`src/rtl/csr_pkg.sv`:
```
// Shared definitions for the CSR access path: Zicsr funct3 codes, the
// operation encoding carried in funct3[1:0], the access FSM states and
// the read-only address test.
package csr_pkg;

  localparam logic [2:0] CSRRW  = 3'b001;
  localparam logic [2:0] CSRRS  = 3'b010;
  localparam logic [2:0] CSRRC  = 3'b011;
  localparam logic [2:0] CSRRWI = 3'b101;
  localparam logic [2:0] CSRRSI = 3'b110;
  localparam logic [2:0] CSRRCI = 3'b111;

  // funct3[1:0] selects the operation; funct3[2] only selects the operand source
  typedef enum logic [1:0] {
    OP_ILLEGAL = 2'b00,
    OP_RW      = 2'b01,
    OP_RS      = 2'b10,
    OP_RC      = 2'b11
  } csr_op_e;

  typedef enum logic [1:0] {
    ST_IDLE  = 2'b00,
    ST_READ  = 2'b01,
    ST_WRITE = 2'b10,
    ST_RESP  = 2'b11
  } csr_state_e;

  typedef struct packed {
    csr_op_e op;
    logic    do_read;
    logic    do_write;
    logic    illegal;
  } csr_decode_t;

  // The top two address bits equal to 2'b11 mark a read-only CSR
  function automatic logic is_read_only(input logic [11:0] adr);
    return (adr[11:10] == 2'b11);
  endfunction

endpackage

```
`src/rtl/csr_access_decode.sv`:
```
// Combinational Zicsr decode: works out which of read/write an instruction
// performs and whether it must be trapped as illegal. Kept separate so the
// hazard unit can reuse the same decision.
module csr_access_decode
  import csr_pkg::*;
#(
  parameter bit RO_CHECK = 1'b1
) (
  input  logic [1:0]  funct3_op_i,
  input  logic [11:0] adr_i,
  input  logic [4:0]  uimm_i,
  input  logic [4:0]  rd_i,
  output csr_decode_t dec_o
);

  csr_op_e op;
  logic    do_read;
  logic    do_write;

  // A RW into x0 skips the read; RS/RC with a zero source skip the write,
  // and writing a read-only CSR is only an error when a write really happens
  always_comb begin
    op       = csr_op_e'(funct3_op_i);
    do_read  = !((op == OP_RW) && (rd_i == 5'd0));
    do_write = (op == OP_RW) || (uimm_i != 5'd0);
    dec_o          = '0;
    dec_o.op       = op;
    dec_o.do_read  = do_read;
    dec_o.do_write = do_write;
    dec_o.illegal  = (op == OP_ILLEGAL) ||
                     (RO_CHECK && is_read_only(adr_i) && do_write);
  end

endmodule

```
`src/rtl/csr_access_unit.sv`:
```
// Initiator side of the CSR port. Takes one decoded Zicsr instruction at a
// time from execute, issues a read strobe and/or one write-type strobe to
// the CSR file, and hands the old CSR value back for rd writeback.
module csr_access_unit
  import csr_pkg::*;
#(
  parameter int unsigned XLEN     = 32,
  parameter bit          RO_CHECK = 1'b1
) (
  input  logic            i_clk,
  input  logic            i_rstn,
  input  logic            i_req_valid,
  output logic            o_req_ready,
  input  logic [2:0]      i_req_funct3,
  input  logic [11:0]     i_req_adr,
  input  logic [XLEN-1:0] i_req_rs1_val,
  input  logic [4:0]      i_req_uimm,
  input  logic [4:0]      i_req_rd,
  output logic            o_csr_rd,
  output logic            o_csr_wr,
  output logic            o_csr_set,
  output logic            o_csr_clr,
  output logic [11:0]     o_csr_adr,
  output logic [XLEN-1:0] o_csr_wr_data,
  input  logic [XLEN-1:0] i_csr_rd_data,
  output logic            o_rsp_valid,
  input  logic            i_rsp_ready,
  output logic [4:0]      o_rsp_rd,
  output logic [XLEN-1:0] o_rsp_data,
  output logic            o_rsp_we,
  output logic            o_rsp_illegal
);

  csr_state_e      state_q, state_d;
  csr_op_e         op_q, op_d;
  logic [4:0]      rd_q, rd_d;
  logic            do_read_q, do_read_d;
  logic            do_write_q, do_write_d;
  logic            illegal_q, illegal_d;
  logic [11:0]     adr_q, adr_d;
  logic [XLEN-1:0] wr_data_q, wr_data_d;
  logic [XLEN-1:0] rsp_data_q, rsp_data_d;

  csr_decode_t     dec;
  logic [XLEN-1:0] operand;

  csr_access_decode #(
    .RO_CHECK (RO_CHECK)
  ) u_decode (
    .funct3_op_i (i_req_funct3[1:0]),
    .adr_i       (i_req_adr),
    .uimm_i      (i_req_uimm),
    .rd_i        (i_req_rd),
    .dec_o       (dec)
  );

  // Immediate forms use the rs1 field itself, zero-extended
  assign operand = i_req_funct3[2] ? {{(XLEN-5){1'b0}}, i_req_uimm} : i_req_rs1_val;

  // Next-state and capture logic. The CSR address and write data are only
  // reloaded for legal accesses so the CSR bus never moves without a strobe.
  always_comb begin
    state_d    = state_q;
    op_d       = op_q;
    rd_d       = rd_q;
    do_read_d  = do_read_q;
    do_write_d = do_write_q;
    illegal_d  = illegal_q;
    adr_d      = adr_q;
    wr_data_d  = wr_data_q;
    rsp_data_d = rsp_data_q;
    unique case (state_q)
      ST_IDLE: begin
        if (i_req_valid) begin
          op_d       = dec.op;
          rd_d       = i_req_rd;
          do_read_d  = dec.do_read;
          do_write_d = dec.do_write;
          illegal_d  = dec.illegal;
          rsp_data_d = '0;
          if (dec.illegal) begin
            state_d = ST_RESP;
          end else begin
            adr_d     = i_req_adr;
            wr_data_d = operand;
            state_d   = dec.do_read ? ST_READ : ST_WRITE;
          end
        end
      end
      ST_READ: begin
        rsp_data_d = i_csr_rd_data;
        state_d    = do_write_q ? ST_WRITE : ST_RESP;
      end
      ST_WRITE: begin
        state_d = ST_RESP;
      end
      ST_RESP: begin
        if (i_rsp_ready) begin
          state_d = ST_IDLE;
        end
      end
      default: begin
        state_d = ST_IDLE;
      end
    endcase
  end

  // State and captured request; reset aborts any access in flight
  always_ff @(posedge i_clk or negedge i_rstn) begin
    if (!i_rstn) begin
      state_q    <= ST_IDLE;
      op_q       <= OP_ILLEGAL;
      rd_q       <= '0;
      do_read_q  <= 1'b0;
      do_write_q <= 1'b0;
      illegal_q  <= 1'b0;
      adr_q      <= '0;
      wr_data_q  <= '0;
      rsp_data_q <= '0;
    end else begin
      state_q    <= state_d;
      op_q       <= op_d;
      rd_q       <= rd_d;
      do_read_q  <= do_read_d;
      do_write_q <= do_write_d;
      illegal_q  <= illegal_d;
      adr_q      <= adr_d;
      wr_data_q  <= wr_data_d;
      rsp_data_q <= rsp_data_d;
    end
  end

  // Strobes come straight from the state so each lasts exactly one cycle
  always_comb begin
    o_csr_rd  = 1'b0;
    o_csr_wr  = 1'b0;
    o_csr_set = 1'b0;
    o_csr_clr = 1'b0;
    unique case (state_q)
      ST_READ: o_csr_rd = 1'b1;
      ST_WRITE: begin
        unique case (op_q)
          OP_RW:   o_csr_wr  = 1'b1;
          OP_RS:   o_csr_set = 1'b1;
          OP_RC:   o_csr_clr = 1'b1;
          default: ;
        endcase
      end
      default: ;
    endcase
  end

  assign o_req_ready   = (state_q == ST_IDLE);
  assign o_rsp_valid   = (state_q == ST_RESP);
  assign o_csr_adr     = adr_q;
  assign o_csr_wr_data = wr_data_q;

  // Response fields read as zero whenever no response is being offered
  assign o_rsp_rd      = o_rsp_valid ? rd_q : 5'd0;
  assign o_rsp_data    = o_rsp_valid ? rsp_data_q : '0;
  assign o_rsp_we      = o_rsp_valid && do_read_q && !illegal_q && (rd_q != 5'd0);
  assign o_rsp_illegal = o_rsp_valid && illegal_q;

  // The CSR file relies on never seeing two strobes in the same cycle
  a_strobe_onehot: assert property (@(posedge i_clk) disable iff (!i_rstn)
    $onehot0({o_csr_rd, o_csr_wr, o_csr_set, o_csr_clr}));

endmodule

```
`config.mk`:
```
export PLATFORM = sky130hd
export DESIGN_NAME = csr_access_unit
export DESIGN_NICKNAME = d
export VERILOG_FILES = /design/src/rtl/csr_pkg.sv /design/src/rtl/csr_access_decode.sv /design/src/rtl/csr_access_unit.sv
export SDC_FILE = /design/constraint.sdc
export NUM_CORES = 1
export LEC_CHECK = 0
export CORE_UTILIZATION = 35
export DETAILED_ROUTE_END_ITERATION = 7
export PLACE_DENSITY = 0.7
export SYNTH_ARGS = -nofsm -noshare
export SYNTH_HDL_FRONTEND = slang
export SYNTH_SLANG_ARGS = --single-unit
```
`constraint.sdc`:
```
create_clock -name i_clk -period 2.25 [get_ports i_clk]
set_input_delay 0.225 -clock i_clk [delete_from_list [all_inputs] [get_ports i_clk]]
set_output_delay 0.225 -clock i_clk [all_outputs]
set_load 0.02 [all_outputs]
```
After elaboration in Yosys (flattened, before gate mapping) --
Index checks and enable logic that the tools add are counted.
Storage, ports and cells: bits in registers 88, input port bits 93, output and inout bits 89, logic and storage cells 58
Operators by class: equality and inequality tests 10, mux-type cells 18, bitwise logic cells 1, reduce and logical (&&, ||, !) cells 20
Operators with widths (count):
- two-way mux 32 bit | 3
- one-hot mux 32 bit (2 select lines) | 1
- == test 2 bit (second input constant) | 5
- nonzero test 5 bit | 2
- two-way mux 1 bit | 8
- two-way mux 2 bit | 4
- one-hot mux 2 bit (4 select lines) | 1
- == test 2 x 1 -> 1 bit (second input constant) | 3
- logical AND 1 bit | 6
- AND reduction 2 bit | 3
- logical NOT 5 bit | 1
- two-way mux 5 bit | 1
- logical NOT 2 bit | 2
- AND reduction 3 bit | 1
- logical NOT 1 bit | 2
- logical OR 1 bit | 2
- != test 2 x 1 -> 1 bit (second input constant) | 1
- != test 2 bit (second input constant) | 1
- nonzero test 2 bit | 1
- NOT 1 bit | 1

Depth between registers and ports, before layout --
Gate-level depths: netlist of run 1.
word-level depth 7, depth in mapped cells 9, mapped depth without buffers 6

Hierarchy --
From an unflattened synthesis of run 1, not the netlist that was laid out.
Unflattened totals: cells, all modules 405, area total of the unflattened synthesis 4050.1 µm²
Modules (own cells, without submodules):
- csr_access_unit | times used 1, cells each 393, area an instance 3971.3 µm²
- csr_access_decode | times used 1, cells each 12, area an instance 78.8 µm²

Worst setup path after synthesis of run 1 --
No wires, ideal clock.
path type flip-flop to flip-flop, start register state_q[0], end register adr_q[10] (netlist: o_csr_adr[10]), setup time 0.125 ns, arrival 2.140 ns, data required time 2.125 ns, slack -0.015 ns, stages on the path, launching flop included 10, period minus slack after synthesis 2.265 ns, path through dfrtp_1 > inv_1 > ha_1 > clkbuf_1 > and2_1 > o21ai_0 > or2_1 > buf_6 > buf_6 > mux2_4
On the way: cells in the longest elaborated chain, start to end 2
RTL lines:
- start, declared | RTL line csr_access_unit.sv:34 | csr_state_e state_q, state_d;
- start signal, assigned | RTL line csr_access_unit.sv:121 | state_q <= state_d;
- logical NOT 2 bit
- via o_req_ready | RTL line csr_access_unit.sv:13 | output logic o_req_ready,
- AND reduction 3 bit (no source line)
- end signal, assigned | RTL line csr_access_unit.sv:127 | adr_q <= adr_d;
- end, declared | RTL line csr_access_unit.sv:40 | logic [11:0] adr_q, adr_d;
The timed path passes the listed nets, and every way through them passes these cells. A chain may end at the register's enable or synchronous reset.

Worst setup path after layout of run 1 --
start input i_req_uimm[0], end register wr_data_q[18] (netlist: o_csr_wr_data[18])
On the way: cells in the longest elaborated chain, start to end 6
RTL lines:
- start, declared | RTL line csr_access_unit.sv:17 | input logic [4:0] i_req_uimm,
- nonzero test 5 bit | RTL line csr_access_decode.sv:25 | do_write = (op == OP_RW) || (uimm_i != 5'd0);
- logical OR 1 bit | RTL line csr_access_decode.sv:25
- logical AND 1 bit | RTL line csr_access_decode.sv:31 | (RO_CHECK && is_read_only(adr_i) && do_write);
- logical OR 1 bit | RTL line csr_access_decode.sv:30 | dec_o.illegal = (op == OP_ILLEGAL) ||
- NOT 1 bit (no source line)
- AND reduction 3 bit (no source line)
- end signal, assigned | RTL line csr_access_unit.sv:128 | wr_data_q <= wr_data_d;
- end, declared | RTL line csr_access_unit.sv:41 | logic [XLEN-1:0] wr_data_q, wr_data_d;
No other way between the ends.

==> qor.log, run 1 <==
qor: status.run_status finished clean
qor: synthesis.synthesis.nets 443
qor: drt.drt_iter0_drc 149
qor: sta.setup_viol 0
qor: setup_path.reg2reg_depth 7
qor: floorplan.num_io_pins 182
qor: synthesis.synth_async_sr_flop_share 100%
qor: drt.drt_wl_cell 16.3 um
qor: synthesis.synth_cell_type_count 31
qor: setup_path.r2r_slack 0.28 ns
qor: synthesis.dominantRegCellSynth dfrtp_1
qor: floorplan.initial_core_utilization 36.1%
qor: cts.post_cts_clock_slew_at_the_launch_and_capture_registers_of_the_worst_setup_and_hold_paths 0.09 ns
qor: hold_path.min-delay-path-class in -> async
qor: setup_path.timing.rr.start state_q[0]$_DFFE_PN0P_
qor: floorplan.fp-row-count 38
qor: cells_and_area.mostFrequentLayoutCells clkdlybuf4s50_1, dfrtp_1, and2_1, o21ai_1, a22o_1
qor: drt.avgViaCountPerCell 4.93
qor: global_route.antenna_found_initial 0
qor: sta.slew_violations 0
qor: setup_path.critical_path.max_fanout 24
qor: setup_path.end_kind flop
qor: drt.remaining_drc_errors 0
qor: floorplan.coreArea 0.0108 mm2
qor: synthesis.yosys_warnings 0
qor: drt.dr_total_vias 3344
qor: global_route.via_count_of_the_first_global_routing_pass 3300
qor: cts.clock_path_buffers 2
qor: setup_path.setup.worst_path.start_class input port
qor: cts.postcts_setup_bufs 0
qor: power.power.density 1270 mW/mm2
qor: cts.clock-sinks 88
qor: global_route.maximum_number_of_pins_on_one_net_before_global_route_repair 51
qor: synthesis.seq_area_frac_synth 56.3%
qor: place.post_dp_hpwl 8.09 mm
qor: cts.cts.htree.levels 3
qor: place.dp_cells 661
qor: place.finalWeightedCongestion 0.808
qor: sta.relSlewSlack 64.7%
qor: cells_and_area.final_layout_size_suffix_gt1_share 10.0%
qor: cts.clkLatencyLatePin 0.36 ns
qor: sta.final.hold.worst_slack 0.377 ns
qor: synthesis.syn-mean-instance-area 11.3 um2
qor: setup_path.crit_type in -> reg
qor: sta.worst_slew_pin_slew 0.524 ns
qor: power.leakagePower 3.04 nW
qor: synthesis.synth.ff_latch_count 88
qor: drt.firstDrtPassIters 4
qor: synthesis.synth_edf_count 0
qor: sta.timing.final.hold_violations 0
qor: global_route.grt_use_total 19.6%
qor: place.port_buffers 181
qor: cells_and_area.layout.core_utilization 57.3%
qor: drt.postRouteWirelength 11.1 mm
qor: global_route.wire_length_of_the_first_global_routing_pass 17.2 mm
qor: cells_and_area.final-instance-count-excl-fill 678
qor: setup_path.timing.critical_path.required 2.53 ns
qor: cts.cell_at_the_root_of_the_clock_tree clkbuf_8
qor: cts.cts-buffers-inserted 9
qor: synthesis.synth_cells 346
qor: floorplan.dieHeight 108 um
qor: sta.finalCriticalPeriod 2.17 ns
qor: sta.clock-skew-final 0.00529 ns
qor: global_route.grt_overflow_total 0
qor: synthesis.netlist_area 0.00391 mm2
qor: cells_and_area.antenna-diode-count 0
qor: sta.unrepaired_setup_endpoints_after_global_routing false
qor: cells_and_area.synth_to_final_area_change 58.8%
qor: drt.ant_nets 0
qor: sta.final_min_period_over_clock_period 96.3%
qor: cts.cts_tree built
qor: sta.max_freq 461 MHz
qor: setup_path.arrival 2.45 ns
qor: floorplan.fp.dieW 108 um
qor: cells_and_area.num-nets-final 630
qor: cells_and_area.fillCellCount 961
qor: run.drv_cap 0
qor: power.vdd.ir_drop.worst 581 uV
qor: floorplan.dieArea 0.0116 mm2
qor: setup_path.reg2reg_to o_csr_wr_data[18]$_DFFE_PN0P_
qor: cells_and_area.final_common_cell clkdlybuf4s50_1
==> worst max path at each step <==
stage | from | cells past startpoint | end
3_5_place_dp | i_req_uimm[0] | 6 | o_csr_wr_data[18]$_DFFE_PN0P_
2_1_floorplan | state_q[0]$_DFFE_PN0P_ | 9 | o_csr_adr[10]$_DFFE_PN0P_
3_3_place_gp | i_req_uimm[0] | 6 | illegal_q$_DFFE_PN0P_
4_1_cts | state_q[0]$_DFFE_PN0P_ | 4 | o_rsp_data[0]
5_1_grt | state_q[0]$_DFFE_PN0P_ | 4 | o_rsp_data[9]
6_report | i_req_uimm[0] | 6 | o_csr_wr_data[18]$_DFFE_PN0P_
==> kinds of logic (layout without fill, tap and decap cells) <==
group / after synthesis / after routing / synth area share (%)
adder cells (fa/ha/maj): 4 / 4 / 1.28
AND/OR/NAND/NOR: 91 / 91 / 13.8
buffers and inverters: 31 / 223 / 3.36
flip-flops: 88 / 88 / 56.3
AO/OA/AOI/OAI: 107 / 107 / 17.6
multiplexers: 25 / 25 / 7.68
==> metrics by stage <==
stage | power, mW | instance area (um2) | TNS (ns) | setup WS [ns]
finish | 7.91 | 6210 | 0 | 0.0830
global placement | 6.83 | 5950 | -9.17 | -0.247
global route | 8.44 | 6210 | 0 | 0.00159
CTS | 8.03 | 6150 | 0 | 0.0317
floorplan | 4.96 | 3910 | 0 | 0.0623
detailed placement | 6.92 | 5950 | -10.41 | -0.274
==> sequential cells by signal, indices dropped and copies added (netlist names) <==
register / flops
do_read_q: 1
state_q: 2
illegal_q: 1
o_csr_wr_data: 32
rd_q: 5
op_q: 2
o_csr_adr: 12
rsp_data_q: 32
do_write_q: 1
==> worst max-delay path: stages <==
cell and delay (ns):
clkdlybuf4s50_1 0.42, or4_4 0.55, o311a_4 0.32, or2_2 0.47, buf_4 0.28, o21ai_1 0.17
==> power by group <==
group	switching [mW]	internal, mW
Sequential	0.427	2.33
Clock	0.548	0.515
Combinational	2.02	2.06
Total	3.00	4.91
==> area by class of cell <==
type | count | area, um2 | share of cell area (%)
sequential | 88 | 2200 | 35.4
multi-input combinational | 227 | 1590 | 25.5
inverter | 5 | 18.8 | 0.302
timing repair buffer | 202 | 2040 | 32.9
clock inverter | 5 | 56.3 | 0.906
clock buffer | 11 | 131 | 2.11
tap | 140 | 175 | 2.82
==> synthesized netlist by cell type, types with 2 or more instances <==
library cell  count  area share, %
and2_1           39            6.2
buf_6             2           0.58
o21a_1            2           0.38
mux2_1            5            1.4
inv_1             5           0.48
nand2_1           8           0.77
mux2_2            7            2.0
nor3_1            2           0.26
a22o_1           32            7.2
buf_1             3           0.29
clkbuf_1         21            2.0
o21ai_0          30            3.8
nand2b_1         27            4.3
ha_1              4            1.3
mux2_4            7            2.7
nor2_1            8           0.77
mux2i_1           6            1.5
dfrtp_1          88             56
o21ai_1          38            4.9
==> metal layers <==
metal	share of wire [%]	up-vias	global-route usage, %
met3	11	7	7.69
met2	45	164	29.8
met4	0.99	0	5.87
met5	0	-	0
met1	43	1594	25.8
li1	-	1579	-
==> repair_timing <==
action	in CTS	in global routing
endpoints found under the hold margin	38	0
resized for setup	3	24
setup endpoints to repair	4	24
hold buffers	1	0
pin swaps	0	0
(Power assumes the default switching activity.)
==> run 2: changes to the inputs <==
--- a/config.mk
+++ b/config.mk
@@ -8,6 +8,7 @@
 export CORE_UTILIZATION = 35
 export DETAILED_ROUTE_END_ITERATION = 7
 export PLACE_DENSITY = 0.7
+export SETUP_SLACK_MARGIN = 0.02
 export SYNTH_ARGS = -nofsm -noshare
 export SYNTH_HDL_FRONTEND = slang
 export SYNTH_SLANG_ARGS = --single-unit
==> run 2 against run 1 <==
Effect of this change: via count shrank 0.27%; setup slack worse by 0.0012 ns; maximum frequency barely moved; worst hold slack improved by 0.0016 ns; critical path depth unchanged; sequential power hardly changed; clock-buffer cell count unchanged; non-clock buffer count unchanged; sequential cell count did not move; first-iteration DRC count increased by 2.0%; clock skew grew 0.00095 ns; largest power group unchanged.
==> qor.log, run 2 (synthesized netlist as in run 1, its figures left out) <==
qor: hold_path.min-delay-path-class in -> async [unchanged]
qor: setup_path.timing.rr.start state_q[0]$_DFFE_PN0P_ [unchanged]
qor: cts.clkLatencyLatePin 0.35 ns [was 0.36 ns]
qor: drt.drt_iter0_drc 152 [was 149]
qor: drt.drt_wl_cell 16.4 um [was 16.3 um]
qor: setup_path.timing.critical_path.required 2.53 ns [about the same]
qor: place.post_dp_hpwl 8.09 mm [unchanged]
qor: setup_path.end_kind flop [unchanged]
qor: global_route.wire_length_of_the_first_global_routing_pass 17.2 mm [unchanged]
qor: drt.dr_total_vias 3335 [was 3344]
qor: global_route.grt_use_met3 7.69% [unchanged]
qor: sta.final_min_period_over_clock_period 96.4% [was 96.3%]
qor: cts.cts-buffers-inserted 9 [unchanged]
qor: drt.ant_nets 0 [unchanged]
qor: floorplan.coreArea 0.0108 mm2 [unchanged]
qor: setup_path.reg2reg_depth 7 [unchanged]
qor: cells_and_area.synth_to_final_area_change 59.2% [was 58.8%]
qor: setup_path.critical_path.max_fanout 24 [unchanged]
qor: place.placement.setup.worst_slack -0.274 ns [unchanged]
qor: sta.finalCriticalPeriod 2.17 ns [about the same]
qor: drt.firstDrtPassIters 4 [unchanged]
qor: sta.slew_violations 0 [unchanged]
qor: setup_path.r2r_slack 0.29 ns [was 0.28 ns]
qor: floorplan.initial_core_utilization 36.1% [unchanged]
qor: floorplan.num_io_pins 182 [unchanged]
qor: setup_path.cp_max_stage_delay 0.55 ns [about the same]
qor: place.finalWeightedCongestion 0.808 [unchanged]
qor: cts.clock_path_buffers 2 [unchanged]
qor: run.drv_cap 0 [unchanged]
qor: drt.avgViaCountPerCell 4.92 [was 4.93]
qor: cells_and_area.num-nets-final 630 [unchanged]
qor: cells_and_area.final_common_cell clkdlybuf4s50_1 [unchanged]
qor: sta.setup_viol 0 [unchanged]
qor: sta.timing.final.hold_violations 0 [unchanged]
qor: global_route.grt_busiest_layer met2 [unchanged]
qor: sta.fin_ws 0.0819 ns [was 0.0830 ns]
qor: cells_and_area.design_area 0.00623 mm2 [was 0.00621 mm2]
qor: power.power.density 1270 mW/mm2 [about the same]
qor: cts.cell_at_the_root_of_the_clock_tree clkbuf_8 [unchanged]
qor: sta.unrepaired_setup_endpoints_after_global_routing false [unchanged]
qor: sta.clock-skew-final 0.00624 ns [was 0.00529 ns]
qor: global_route.maximum_number_of_pins_on_one_net_before_global_route_repair 51 [unchanged]
qor: sta.worst_slew_pin_slew 0.524 ns [about the same]
qor: global_route.grt_overflow_total 0 [unchanged]
qor: power.fin_total_pwr 7.91 mW [about the same]
qor: cells_and_area.mostFrequentLayoutCells clkdlybuf4s50_1, dfrtp_1, and2_1, o21ai_1, a22o_1 [unchanged]
qor: sta.max_freq 461 MHz [about the same]
qor: global_route.grt_util_met1 25.8% [unchanged]
qor: floorplan.dieHeight 108 um [unchanged]
qor: setup_path.worst_path_cell_trace clkdlybuf4s50_1 -> or4_4 -> o311a_4 -> or2_2 -> buf_4 -> o21ai_1 [unchanged]
qor: sta.setup_total_negative_slack 0 ns [unchanged]
qor: setup_path.crit_type in -> reg [unchanged]
qor: floorplan.dieArea 0.0116 mm2 [unchanged]
qor: status.run_status finished clean [unchanged]
qor: setup_path.launching_element_of_the_worst_setup_path i_req_uimm[0] [unchanged]
qor: global_route.antenna_found_initial 0 [unchanged]
qor: power.vdd.ir_drop.worst 581 uV [about the same]
qor: drt.remaining_drc_errors 0 [unchanged]
qor: cts.cts_tree built [unchanged]
qor: floorplan.fp-row-count 38 [unchanged]
qor: drt.postRouteWirelength 11.1 mm [about the same]
qor: global_route.via_count_of_the_first_global_routing_pass 3300 [unchanged]
qor: cts.clock-sinks 88 [unchanged]
qor: power.leakagePower 3.14 nW [was 3.04 nW]
qor: global_route.grt_use_total 19.6% [unchanged]
qor: place.dpl-instance-area 0.00595 mm2 [unchanged]
qor: setup_path.setup.worst_path.start_class input port [unchanged]
qor: cts.cts.htree.levels 3 [unchanged]
qor: cts.postcts_setup_bufs 0 [unchanged]
qor: cells_and_area.antenna-diode-count 0 [unchanged]
qor: setup_path.arrival 2.45 ns [about the same]
qor: cells_and_area.final_layout_size_suffix_gt1_share 10.0% [unchanged]
qor: cts.post_cts_clock_slew_at_the_launch_and_capture_registers_of_the_worst_setup_and_hold_paths 0.09 ns [about the same]
qor: place.port_buffers 181 [unchanged]
qor: floorplan.fp.dieW 108 um [unchanged]
qor: setup_path.critPathSlowestCell or4_4 [unchanged]
qor: global_route.global_route.usage.met2 29.8% [unchanged]
qor: cells_and_area.layout.core_utilization 57.4% [was 57.3%]
qor: sta.relSlewSlack 64.7% [about the same]
run 2: cell types whose count changed in the layout (fill, tap and decap cells not counted), sizes merged:
cell           delta
dlymetal6s2s      +6
clkdlybuf4s50     -6
run 2: area by class of cell:
type,instances,area (um2)
flip-flops and latches,88,2200
clock buffers,11,131
repair buffers,202,2060
clock inverters,5,56.3
inverters,5,18.8
multi-input cells,227,1590
fillers,951,4610
well taps,140,175
run 2: timing repair:
action                     CTS  global route
resized for setup            3            30
hold buffers                 1             0
hold endpoints to repair    38             0
setup endpoints to repair    6            30
run 2: metrics by stage:
stage | hold WS, ns | cells
finish | 0.379 | 678
global route | 0.410 | 678
CTS | 0.383 | 678
detailed placement | 0.229 | 661
global placement | 0.233 | 661
floorplan | -0.0706 | 346
run 2: worst paths after layout:
path                                                       to
worst max-delay path            o_csr_wr_data[18]$_DFFE_PN0P_
worst min-delay path               rsp_data_q[15]$_DFFE_PN0P_
worst max register to register  o_csr_wr_data[18]$_DFFE_PN0P_
worst min register to register         do_write_q$_DFFE_PN0P_
max in group asynchronous                 op_q[0]$_DFFE_PN0P_
min in group i_clk               o_csr_wr_data[5]$_DFFE_PN0P_
run 2: worst max-delay path: cells and delay by family:
kind                   cells  cell delay [ns]
AOI/OAI and AO/OA          2             0.49
buffers and inverters      2             0.70
and+or+nand+nor            2             1.02
run 2: power by group:
| part | leakage, nW | switching (mW) | total, mW | internal [mW] |
|---|---|---|---|---|
| clock network | 0.0937 | 0.553 | 1.07 | 0.515 |
| registers | 1.11 | 0.425 | 2.75 | 2.33 |
| logic | 1.94 | 2.03 | 4.08 | 2.06 |
run 2: layer usage:
layer  wire length, um  vias up
met5                 0        -
li1                  -     1577
met4               110        0
met2              4920      169
met3              1190        7
met1              4880     1582
==> run 3: changes to the inputs <==
--- a/config.mk
+++ b/config.mk
@@ -9,6 +9,7 @@
 export DETAILED_ROUTE_END_ITERATION = 7
 export PLACE_DENSITY = 0.7
 export SETUP_SLACK_MARGIN = 0.02
+export SKIP_LAST_GASP = 1
 export SYNTH_ARGS = -nofsm -noshare
 export SYNTH_HDL_FRONTEND = slang
 export SYNTH_SLANG_ARGS = --single-unit
==> results of run 3 <==
No change in the layout: final DEF, timing and power equal those of run 2.
